## src/rtl/load_data_formatter_if.sv

```systemverilog
// Load-data formatter handshake bundle: producer-side entry fields, consumer-side
// head entry, and the error-counter controls.
interface load_data_formatter_if #(
    parameter int NB_DATA   = 32,
    parameter int NB_MASK   = 2,
    parameter int NB_OFFSET = 3,
    parameter int NB_ERRCNT = 8
);
    logic                 i_valid;
    logic                 o_ready;
    logic [NB_DATA-1:0]   i_dato;
    logic [NB_OFFSET-1:0] i_offset;
    logic [NB_MASK-1:0]   i_mascara;
    logic                 i_is_unsigned;
    logic                 o_valid;
    logic                 i_ready;
    logic [NB_DATA-1:0]   o_dato;
    logic                 o_err;
    logic                 i_err_clear;
    logic [NB_ERRCNT-1:0] o_err_count;

    // The formatter itself.
    modport slave (
        input  i_valid, i_dato, i_offset, i_mascara, i_is_unsigned, i_ready, i_err_clear,
        output o_ready, o_valid, o_dato, o_err, o_err_count
    );

    // The MEM-stage producer and WB-stage consumer.
    modport master (
        output i_valid, i_dato, i_offset, i_mascara, i_is_unsigned, i_ready, i_err_clear,
        input  o_ready, o_valid, o_dato, o_err, o_err_count
    );
endinterface

```

## src/rtl/load_data_formatter.sv

```systemverilog
// MEM/WB load-data formatter: lane select plus sign/zero extension, alignment
// checking, a saturating error counter, and a 2-entry skid queue.
module load_data_formatter #(
    parameter int NB_DATA   = 32,
    parameter int NB_MASK   = 2,
    parameter int NB_OFFSET = 3,
    parameter int NB_ERRCNT = 8
) (
    input logic                    i_clock,
    input logic                    i_reset,
    load_data_formatter_if.slave   bus
);
    localparam int OFF_W = $clog2(NB_DATA / 8);
    localparam int SH_W  = OFF_W + 3;
    localparam logic [SH_W-1:0] LOW4 = SH_W'(15);
    localparam logic [SH_W-1:0] LOW5 = SH_W'(31);

    logic [OFF_W-1:0]   off;
    logic [SH_W-1:0]    sh_b;
    logic [SH_W-1:0]    sh_h;
    logic [SH_W-1:0]    sh_w;
    logic [7:0]         f8;
    logic [15:0]        f16;
    logic [31:0]        f32;
    logic [NB_DATA-1:0] fmt_dat;
    logic               fmt_err;
    logic               unused_offset_hi;

    assign off              = bus.i_offset[OFF_W-1:0];
    assign unused_offset_hi = ^bus.i_offset;

    // Bit shifts are the byte offset rounded down to the access alignment.
    assign sh_b = {off, 3'b000};
    assign sh_h = sh_b & ~LOW4;
    assign sh_w = sh_b & ~LOW5;
    assign f8   = 8'(bus.i_dato >> sh_b);
    assign f16  = 16'(bus.i_dato >> sh_h);
    assign f32  = 32'(bus.i_dato >> sh_w);

    always_comb begin
        fmt_dat = '0;
        fmt_err = 1'b0;
        case (bus.i_mascara)
            2'b00: begin
                if (bus.i_is_unsigned) fmt_dat = NB_DATA'(f8);
                else                   fmt_dat = NB_DATA'($signed(f8));
            end
            2'b01: begin
                if (off[0])                 fmt_err = 1'b1;
                else if (bus.i_is_unsigned) fmt_dat = NB_DATA'(f16);
                else                        fmt_dat = NB_DATA'($signed(f16));
            end
            2'b10: begin
                if (off[1:0] != 2'b00)      fmt_err = 1'b1;
                else if (bus.i_is_unsigned) fmt_dat = NB_DATA'(f32);
                else                        fmt_dat = NB_DATA'($signed(f32));
            end
            default: begin
                if (NB_DATA == 32 || off != '0) fmt_err = 1'b1;
                else                            fmt_dat = bus.i_dato;
            end
        endcase
    end

    logic [NB_DATA-1:0]   dat_q [2];
    logic                 err_q [2];
    logic [1:0]           count;
    logic [NB_ERRCNT-1:0] err_cnt;
    logic                 push;
    logic                 pop;

    assign bus.o_ready     = (count < 2'd2) && !i_reset;
    assign bus.o_valid     = (count != 2'd0);
    assign bus.o_dato      = dat_q[0];
    assign bus.o_err       = err_q[0];
    assign bus.o_err_count = err_cnt;
    assign push            = bus.i_valid && bus.o_ready;
    assign pop             = bus.o_valid && bus.i_ready;

    // Slot 0 is always the head; empty slots are kept zero so the head reads 0 when empty.
    always_ff @(posedge i_clock) begin
        if (i_reset) begin
            count    <= '0;
            dat_q[0] <= '0;
            dat_q[1] <= '0;
            err_q[0] <= 1'b0;
            err_q[1] <= 1'b0;
            err_cnt  <= '0;
        end else begin
            case ({push, pop})
                2'b10: begin
                    if (count == 2'd0) begin
                        dat_q[0] <= fmt_dat;
                        err_q[0] <= fmt_err;
                    end else begin
                        dat_q[1] <= fmt_dat;
                        err_q[1] <= fmt_err;
                    end
                    count <= count + 2'd1;
                end
                2'b01: begin
                    dat_q[0] <= dat_q[1];
                    err_q[0] <= err_q[1];
                    dat_q[1] <= '0;
                    err_q[1] <= 1'b0;
                    count    <= count - 2'd1;
                end
                // Push with pop only happens at count 1 (full blocks push, empty blocks pop).
                2'b11: begin
                    dat_q[0] <= fmt_dat;
                    err_q[0] <= fmt_err;
                end
                default: ;
            endcase

            if (bus.i_err_clear)
                err_cnt <= (push && fmt_err) ? NB_ERRCNT'(1) : '0;
            else if (push && fmt_err && err_cnt != '1)
                err_cnt <= err_cnt + NB_ERRCNT'(1);
        end
    end
endmodule

```

## src/flat_wrapper.sv

```systemverilog
// flat-port wrapper written by rule: the top's interface ports become plain ports
module load_data_formatter_flat 
#(
    parameter int NB_DATA   = 32,
    parameter int NB_MASK   = 2,
    parameter int NB_OFFSET = 3,
    parameter int NB_ERRCNT = 8
)
  (i_clock, i_reset, bus_i_valid, bus_i_dato, bus_i_offset, bus_i_mascara, bus_i_is_unsigned, bus_i_ready, bus_i_err_clear, bus_o_ready, bus_o_valid, bus_o_dato, bus_o_err, bus_o_err_count);
  load_data_formatter_if #(.NB_DATA(NB_DATA), .NB_MASK(NB_MASK), .NB_OFFSET(NB_OFFSET), .NB_ERRCNT(NB_ERRCNT)) bus_i ();
  input logic i_clock;
  input logic i_reset;
  input wire logic [$bits(bus_i.i_valid)-1:0] bus_i_valid;
  input wire logic [$bits(bus_i.i_dato)-1:0] bus_i_dato;
  input wire logic [$bits(bus_i.i_offset)-1:0] bus_i_offset;
  input wire logic [$bits(bus_i.i_mascara)-1:0] bus_i_mascara;
  input wire logic [$bits(bus_i.i_is_unsigned)-1:0] bus_i_is_unsigned;
  input wire logic [$bits(bus_i.i_ready)-1:0] bus_i_ready;
  input wire logic [$bits(bus_i.i_err_clear)-1:0] bus_i_err_clear;
  output wire logic [$bits(bus_i.o_ready)-1:0] bus_o_ready;
  output wire logic [$bits(bus_i.o_valid)-1:0] bus_o_valid;
  output wire logic [$bits(bus_i.o_dato)-1:0] bus_o_dato;
  output wire logic [$bits(bus_i.o_err)-1:0] bus_o_err;
  output wire logic [$bits(bus_i.o_err_count)-1:0] bus_o_err_count;
  assign bus_i.i_valid = bus_i_valid;
  assign bus_i.i_dato = bus_i_dato;
  assign bus_i.i_offset = bus_i_offset;
  assign bus_i.i_mascara = bus_i_mascara;
  assign bus_i.i_is_unsigned = bus_i_is_unsigned;
  assign bus_i.i_ready = bus_i_ready;
  assign bus_i.i_err_clear = bus_i_err_clear;
  assign bus_o_ready = bus_i.o_ready;
  assign bus_o_valid = bus_i.o_valid;
  assign bus_o_dato = bus_i.o_dato;
  assign bus_o_err = bus_i.o_err;
  assign bus_o_err_count = bus_i.o_err_count;
  load_data_formatter #(.NB_DATA(NB_DATA), .NB_MASK(NB_MASK), .NB_OFFSET(NB_OFFSET), .NB_ERRCNT(NB_ERRCNT)) u_core (.i_clock(i_clock), .i_reset(i_reset), .bus(bus_i));
endmodule
```

## config.mk

```make
export PLATFORM = sky130hd
export DESIGN_NAME = load_data_formatter_flat
export DESIGN_NICKNAME = d
export VERILOG_FILES = /design/src/rtl/load_data_formatter_if.sv /design/src/rtl/load_data_formatter.sv /design/src/flat_wrapper.sv
export SDC_FILE = /design/constraint.sdc
export NUM_CORES = 1
export LEC_CHECK = 0
export BUFFER_PORTS_ARGS = -buffer_cell sky130_fd_sc_hd__buf_2
export CAP_MARGIN = 0
export CORE_AREA = 2 2 101 103
export CTS_CLUSTER_SIZE = 10
export DETAILED_ROUTE_END_ITERATION = 16
export DIE_AREA = 0 0 103 105
export HOLD_SLACK_MARGIN = 0.1
export SYNTH_ARGS = -nofsm -noshare
export SYNTH_HDL_FRONTEND = slang
export SYNTH_SLANG_ARGS = --single-unit
```

## constraint.sdc

```tcl
create_clock -name i_clock -period 4.36 [get_ports i_clock]
set_input_delay 0.436 -clock i_clock [delete_from_list [all_inputs] [get_ports i_clock]]
set_output_delay 0.436 -clock i_clock [all_outputs]
set_load 0.05 [all_outputs]
```

==> results of run 1 <==
==> Yosys cell counts (4+ instances only) <==
cell,count,area [um2]
nand2_1,39,146
nand3_1,6,30.0
edfxtp_1,66,1980
ha_1,4,50.1
nor4b_1,9,78.8
mux2_2,4,45.0
clkbuf_1,18,67.6
nor3_1,12,60.1
nor2_1,29,109
nor2b_1,9,56.3
nand2b_1,4,25.0
mux2i_1,10,100
buf_2,5,25.0
o21ai_0,16,80.1
o22a_1,4,35.0
dfxtp_1,10,200
a21oi_1,32,160
or4_1,4,30.0
nor3b_1,5,37.5
o22ai_1,5,31.3
a221o_1,16,160
inv_1,6,22.5
==> worst paths after layout <==
| kind | startpoint | endpoint | slack [ns] |
|---|---|---|---|
| hold / removal | bus_i_err_clear | u_core.bus.o_err_count[5] | 0.41 |
| hold reg to reg | u_core.bus.o_err_count[6] | u_core.bus.o_err_count[6] | 0.50 |
| setup reg to reg | u_core.count[1] | u_core.dat_q[0][30] | 1.60 |
| setup / recovery | u_core.count[1] | u_core.dat_q[0][30] | 1.60 |
==> layout make-up <==
cell class / instances / share of cell area (%)
clock buffers: 9 / 2.72
repair buffers: 90 / 10.2
clock inverters: 6 / 1.76
multi-input cells: 238 / 33.2
inverters: 6 / 0.495
flip-flops and latches: 76 / 48.0
well taps: 133 / 3.66
==> per-stage QoR <==
| step | setup slack (ns) | util [%] | cell area (um2) | total power, W | cells |
|---|---|---|---|---|---|
| finish | 1.60 | 47.2 | 4550 | 0.00231 | 558 |
| global route | 1.33 | 47.2 | 4550 | 0.00242 | 558 |
| CTS | 1.56 | 47.2 | 4550 | 0.00233 | 558 |
| detailed placement | 1.30 | 45.1 | 4350 | 0.00177 | 543 |
| global placement | 1.38 | 45.1 | 4350 | 0.00176 | 543 |
| floorplan | 0.388 | - | 3810 | 0.00160 | 347 |
==> critical path: cells and delay by family, from the launching register on <==
kind                     cells  cell delay (ns)
AO/OA/AOI/OAI                2             0.50
AND/OR/NAND/NOR              3             1.46
buffers and inverters        1             0.09
adder cells (fa/ha/maj)      1             0.22
flip-flops                   1             0.34
==> power by group <==
group	leakage [nW]	total, W	internal (W)	switching (W)
Combinational	0.864	0.000726	0.000162	0.000564
Clock	0.100	0.000565	0.000314	0.000250
Sequential	0.781	0.00102	0.000983	0.0000404
==> cells by family (layout without fill, tap and decap cells) <==
group                    after synthesis  count (layout)  synth area share (%)
AND/OR/NAND/NOR                      132             132                  18.1
AO/OA/AOI/OAI                         85              85                  15.0
flip-flops                            76              76                  57.2
buffers and inverters                 33             111                  3.61
multiplexers                          15              15                  4.39
adder cells (fa/ha/maj)                4               4                  1.31
XOR/XNOR                               2               2                 0.459
==> cells in the final DEF (no fill, tap or decap), drive strengths merged, types with 3 or more instances in the layout <==
| cell | Yosys | routed |
|---|---|---|
| buf | 9 | 90 |
| edfxtp | 66 | 66 |
| nand2 | 39 | 39 |
| a21oi | 32 | 32 |
| nor2 | 29 | 29 |
| a221o | 16 | 16 |
| o21ai | 16 | 16 |
| nor3 | 13 | 13 |
| mux2i | 10 | 10 |
| dfxtp | 10 | 10 |
| nor2b | 9 | 9 |
| nor4b | 9 | 9 |
| clkbuf | 18 | 9 |
| inv | 6 | 6 |
| nand3 | 6 | 6 |
| o22ai | 5 | 5 |
| nor3b | 5 | 5 |
| nand2b | 4 | 4 |
| mux2 | 4 | 4 |
| o22a | 4 | 4 |
| or4 | 4 | 4 |
| ha | 4 | 4 |
| or3 | 4 | 4 |
| a32o | 3 | 3 |
| o31ai | 3 | 3 |
| clkinv | 0 | 3 |
==> sequential cells by signal, summed over array words and instances (netlist names) <==
register,count
u_core.dat_q,64
u_core.bus.o_err_count,8
u_core.count,2
u_core.err_q,2
==> layer usage <==
layer / share of wire [%] / GRT usage, %
met5: 0 / 0
met2: 48 / 26.3
met1: 43 / 21.3
met3: 6.2 / 3.41
met4: 2.1 / 7.05
==> metrics.txt, run 1 <==
DIE AREA roughly 11,000 um2; Max Slew Vio Count 0; Slowest Stage Delay on Critical Path roughly 0.85 ns; DR WL/cell between 15 and 20 um; Initial DRC Count ~110; cts repair resizes 0; Final Cycle Share 63.4%; FF+latch count, synth 76; Reg2Reg Depth 7; HP Class input pin to register; worst path cell trace or3b_4, inv_1, ha_1, nor2b_1, o21bai_1, nor2b_1, a221o_1; Pre-antenna DRT Iters 4; Routed WL 8620 um; core area 9640 um2; Max-slew headroom approximately 31%; status completed; vias ~3,000; CTS tree done; share of layout cells above drive strength 1 27.8%; hold_ws between 0.4 and 0.5 ns; TritonCTS Buffers 9; Synth async-reset ratio 0%; Die Y between 100 and 150 um; Sequential cell area between 2000 and 2500 um2; Via-to-Cell Ratio roughly 5.3; Die W slightly above 100 um; slowest library cell on the worst path nor2b_1; H-tree depth 3; CP startpoint kind register; antenna violations before repair 0; mapped cell area between 3000 and 4000 um2; Area Overhead vs Synth 19.3%; clk buf depth 2; GRT Total Usage 16.4%; EDFF count, synth 66; hold-fix buffers at CTS 0; total global routing overflow 0; multi-input gate area in the final layout 1510 um2; GP Congestion a little over 0.8; Max IR drop VDD ~200 uV; post-route setup TNS 0 ns; WP data arrival ~3 ns; setup bufs post-CTS 0; num rows 36; Synth warnings 0; Worst-path clk slew approximately 0.080 ns; first-pass GRT wire length 13,800 um; final setup violation count 0; FMAX between 300 and 400 MHz; PD cells 508 nW/um2; Max Cap Viol 0; pin count of the biggest net entering global routing 34; vias in the first global route 2,757; Hold Crit Depth 3; I/O pins between 80 and 90; Synthesized Nets about 390; setup repair after global routing missed its margin false; detailed-placement wirelength estimate approximately 6200 um; Final Hold Viols 0; leakage power between 1.5 and 2 nW; Gate Count Post-Synth 347; Worst Skew about 0.013 ns; worst skew pair latency 0.34 ns; Post-synth top flop edfxtp_1; CTS sink cnt between 70 and 80; fin nets 468; most used cell, CP nor2b_1; minimum clock period between 2 and 3 ns; Worst-Margin Slew roughly 1.0 ns; Starting Density 39.6%; DRC violation count after routing 0; Post-Syn Area per Cell about 11 um2; clk root buf clkbuf_8; PortBufs 84; Diodes inserted 0; sequential area share after synthesis between 50% and 60%; CP max FO 16; kind of critical path register to register; fill cell count 950; post-route ant nets 0; endpoint class of the critical path register; synth unique cells 45; Crit path required time 4.55 ns
(Power assumes the default switching activity.)
==> run 2, diff against run 1 <==
ABC_AREA = 1   (was not set)
CORE_AREA = 2 2 106 108   (was 2 2 101 103)
DIE_AREA = 0 0 108 110   (was 0 0 103 105)
clock period = 2.7 ns   (was 4.36 ns; I/O delays follow)
==> metrics.txt, run 2 <==
WP data arrival 2.57 ns (-0.39 ns); Total Power 0.00381 W (+65%); post-route ant nets 0 (unchanged); Gate Count Post-Synth 505 (+46%); CTS sink cnt 76 (unchanged); FF+latch count, synth 76 (unchanged); Max IR drop VDD 345 uV (+70%); Worst-path clk slew 0.08 ns (about the same); endpoint class of the critical path register; Final Cycle Share 87.0% (+24 points); most frequent cell after synthesis nand2_1; detailed-placement wirelength estimate 6990 um (+13%); setup bufs post-CTS 0 (unchanged); commonest non-fill, non-tap cell in the layout nand2_1; EDFF count, synth 66 (unchanged); fill cell count 1,110 (+17%); Sequential cell area 2180 um2 (unchanged); Place WS 0.330 ns (-0.974 ns); status completed; PortBufs 84 (unchanged); first-pass GRT wire length 15,900 um (+15%); Area contributors post-synth edfxtp_1 47%, nand2_1 20%, a21oi_2 5.0%; Post-Syn Area per Cell 8.36 um2 (-24%); clk buf depth 2 (unchanged); Final Hold Viols 0 (unchanged); Initial DRC Count 220 (+95%); Die W 108 um (+4.9%); Post-DP Area 4730 um2 (+8.9%); Synth warnings 0 (unchanged); DR WL/cell 13.6 um (-12%); Final WS setup 0.350 ns (-1.25 ns); Post-synth top cells 220 x nand2_1, 66 x edfxtp_1, 40 x inv_1, 34 x nor2_1, 24 x a21oi_2; Die Y 110 um (+4.8%); Routed WL 9940 um (+15%); core area 10,700 um2 (+11%); CP max FO 33 (+17); num rows 38 (+5.6%); fin nets 634 (+35%); kind of critical path register to register; Max-slew headroom 27.9% (-3.3 points); share of layout cells above drive strength 1 26.7% (-1.1 points); Top reg by flops u_core.dat_q; DRC violation count after routing 0 (unchanged); Diodes inserted 0 (unchanged); Crit path required time 2.92 ns (-1.63 ns); FMAX 426 MHz (+18%); CTS tree done; leakage power 2.36 nW (+35%); final instance area 4940 um2 (+8.6%); Max Slew Vio Count 0 (unchanged); I/O pins 86 (unchanged); Post-synth top flop edfxtp_1; Finished Core Util 46.2% (-1.0 points); H-tree depth 3 (unchanged); hold-fix buffers at CTS 0 (unchanged); vias in the first global route 3,207 (+16%); GP Congestion 0.850 (+3.1%); Yosys top cell area share 47.0% (-5.0 points); Synth area leader edfxtp_1; minimum clock period 2.35 ns (-0.414 ns); vias 3,495 (+19%); Starting Density 39.5% (-0.13 points); Synth async-reset ratio 0% (unchanged); sequential area share after synthesis 51.7% (-5.5 points); mapped cell area 4220 um2 (+11%); PD cells 770 nW/um2 (+52%); TritonCTS Buffers 9 (unchanged); synth unique cells 32 (-29%); GRT Total Usage 17.6% (+1.2 points); Pre-antenna DRT Iters 4 (unchanged); multi-input gate area in the final layout 1710 um2 (+13%); pin count of the biggest net entering global routing 34 (unchanged); cts repair resizes 0 (unchanged); final setup violation count 0 (unchanged); Via-to-Cell Ratio 4.77 (-9.2%); DIE AREA 11,900 um2 (+9.8%); HP Class input pin to register; clk root buf clkbuf_8; CP startpoint kind register; Worst-Margin Slew 1.08 ns (+0.0508 ns); worst skew pair latency 0.35 ns (about the same); most frequent cells in the layout 220 x nand2_1, 84 x buf_2, 66 x edfxtp_1; Max Cap Viol 0 (unchanged); antenna violations before repair 0 (unchanged); setup repair after global routing missed its margin false; Synthesized Nets 552 (+40%); Worst Skew 0.00751 ns (-0.00592 ns); max FFs per register 64 (unchanged); total global routing overflow 0 (unchanged); Area Overhead vs Synth 17.1%
run 2: cell types whose count changed in the layout (fill, tap and decap cells not counted), sizes merged, moves of 6 or more:
cell | before | now
nand2 | 39 | 224
inv | 6 | 51
a221o | 16 | 0
nand3 | 6 | 20
nor3 | 13 | 1
mux2i | 10 | 0
nor2b | 9 | 0
nor4b | 9 | 0
nor2 | 29 | 37
a21oi | 32 | 38
run 2: critical path: stages (launching register included):
cell and delay [ns]:
dfxtp_1 0.37, nor2_2 0.18, inv_2 0.06, nand2_1 0.10, inv_1 0.08, ha_1 0.23
inv_1 0.09, nand3_1 0.08, inv_1 0.78, nand2_1 0.13, nand2_1 0.12
run 2: stage by stage:
step / setup TNS [ns] / std cells / hold slack (ns)
floorplan: -16.66 / 505 / 0.423
global placement: 0 / 716 / 0.499
detailed placement: 0 / 716 / 0.502
CTS: 0 / 732 / 0.247
global route: 0 / 732 / 0.267
finish: 0 / 732 / 0.263
run 2: worst paths after layout:
| check | start | end | slack [ns] | cells past startpoint |
|---|---|---|---|---|
| max | u_core.count[1] | u_core.dat_q[0][7] | 0.35 | 10 |
| min | i_reset | u_core.count[1] | 0.26 | 2 |
| max reg2reg | u_core.count[1] | u_core.dat_q[0][7] | 0.35 | 10 |
| min reg2reg | u_core.dat_q[1][28] | u_core.dat_q[0][28] | 0.52 | 2 |
run 2: layout make-up:
class	count	share of cell area, %
clock inverters	4	1.49
clock buffers	12	2.73
inverters	52	4.00
multi-input cells	357	34.5
well taps	140	3.54
repair buffers	91	9.57
flip-flops and latches	76	44.2
run 2: cell families (layout without fill, tap and decap cells):
logic type | after synthesis | in the layout | share of synthesized area [%]
XOR/XNOR | 3 | 3 | 0.623
AND/OR/NAND/NOR | 283 | 283 | 27.5
flip-flops | 76 | 76 | 51.7
AO/OA/AOI/OAI | 67 | 67 | 10.9
adder cells (fa/ha/maj) | 4 | 4 | 1.19
buffers and inverters | 72 | 159 | 8.09
run 2: power by group:
part / internal (W) / leakage, nW / switching [W]
Clock: 0.000522 / 0.105 / 0.000416
Combinational: 0.000239 / 1.47 / 0.000970
Sequential: 0.00159 / 0.781 / 0.0000749
run 2: per-layer routing:
metal	part of all wire, %	wire length, um	up-vias	GRT usage, %
li1	-	-	1788	-
met1	46	4550	1581	24.1
met2	45	4480	115	27.8
met3	8.1	804	11	4.59
met4	1.1	114	0	4.95
met5	0	0	-	0
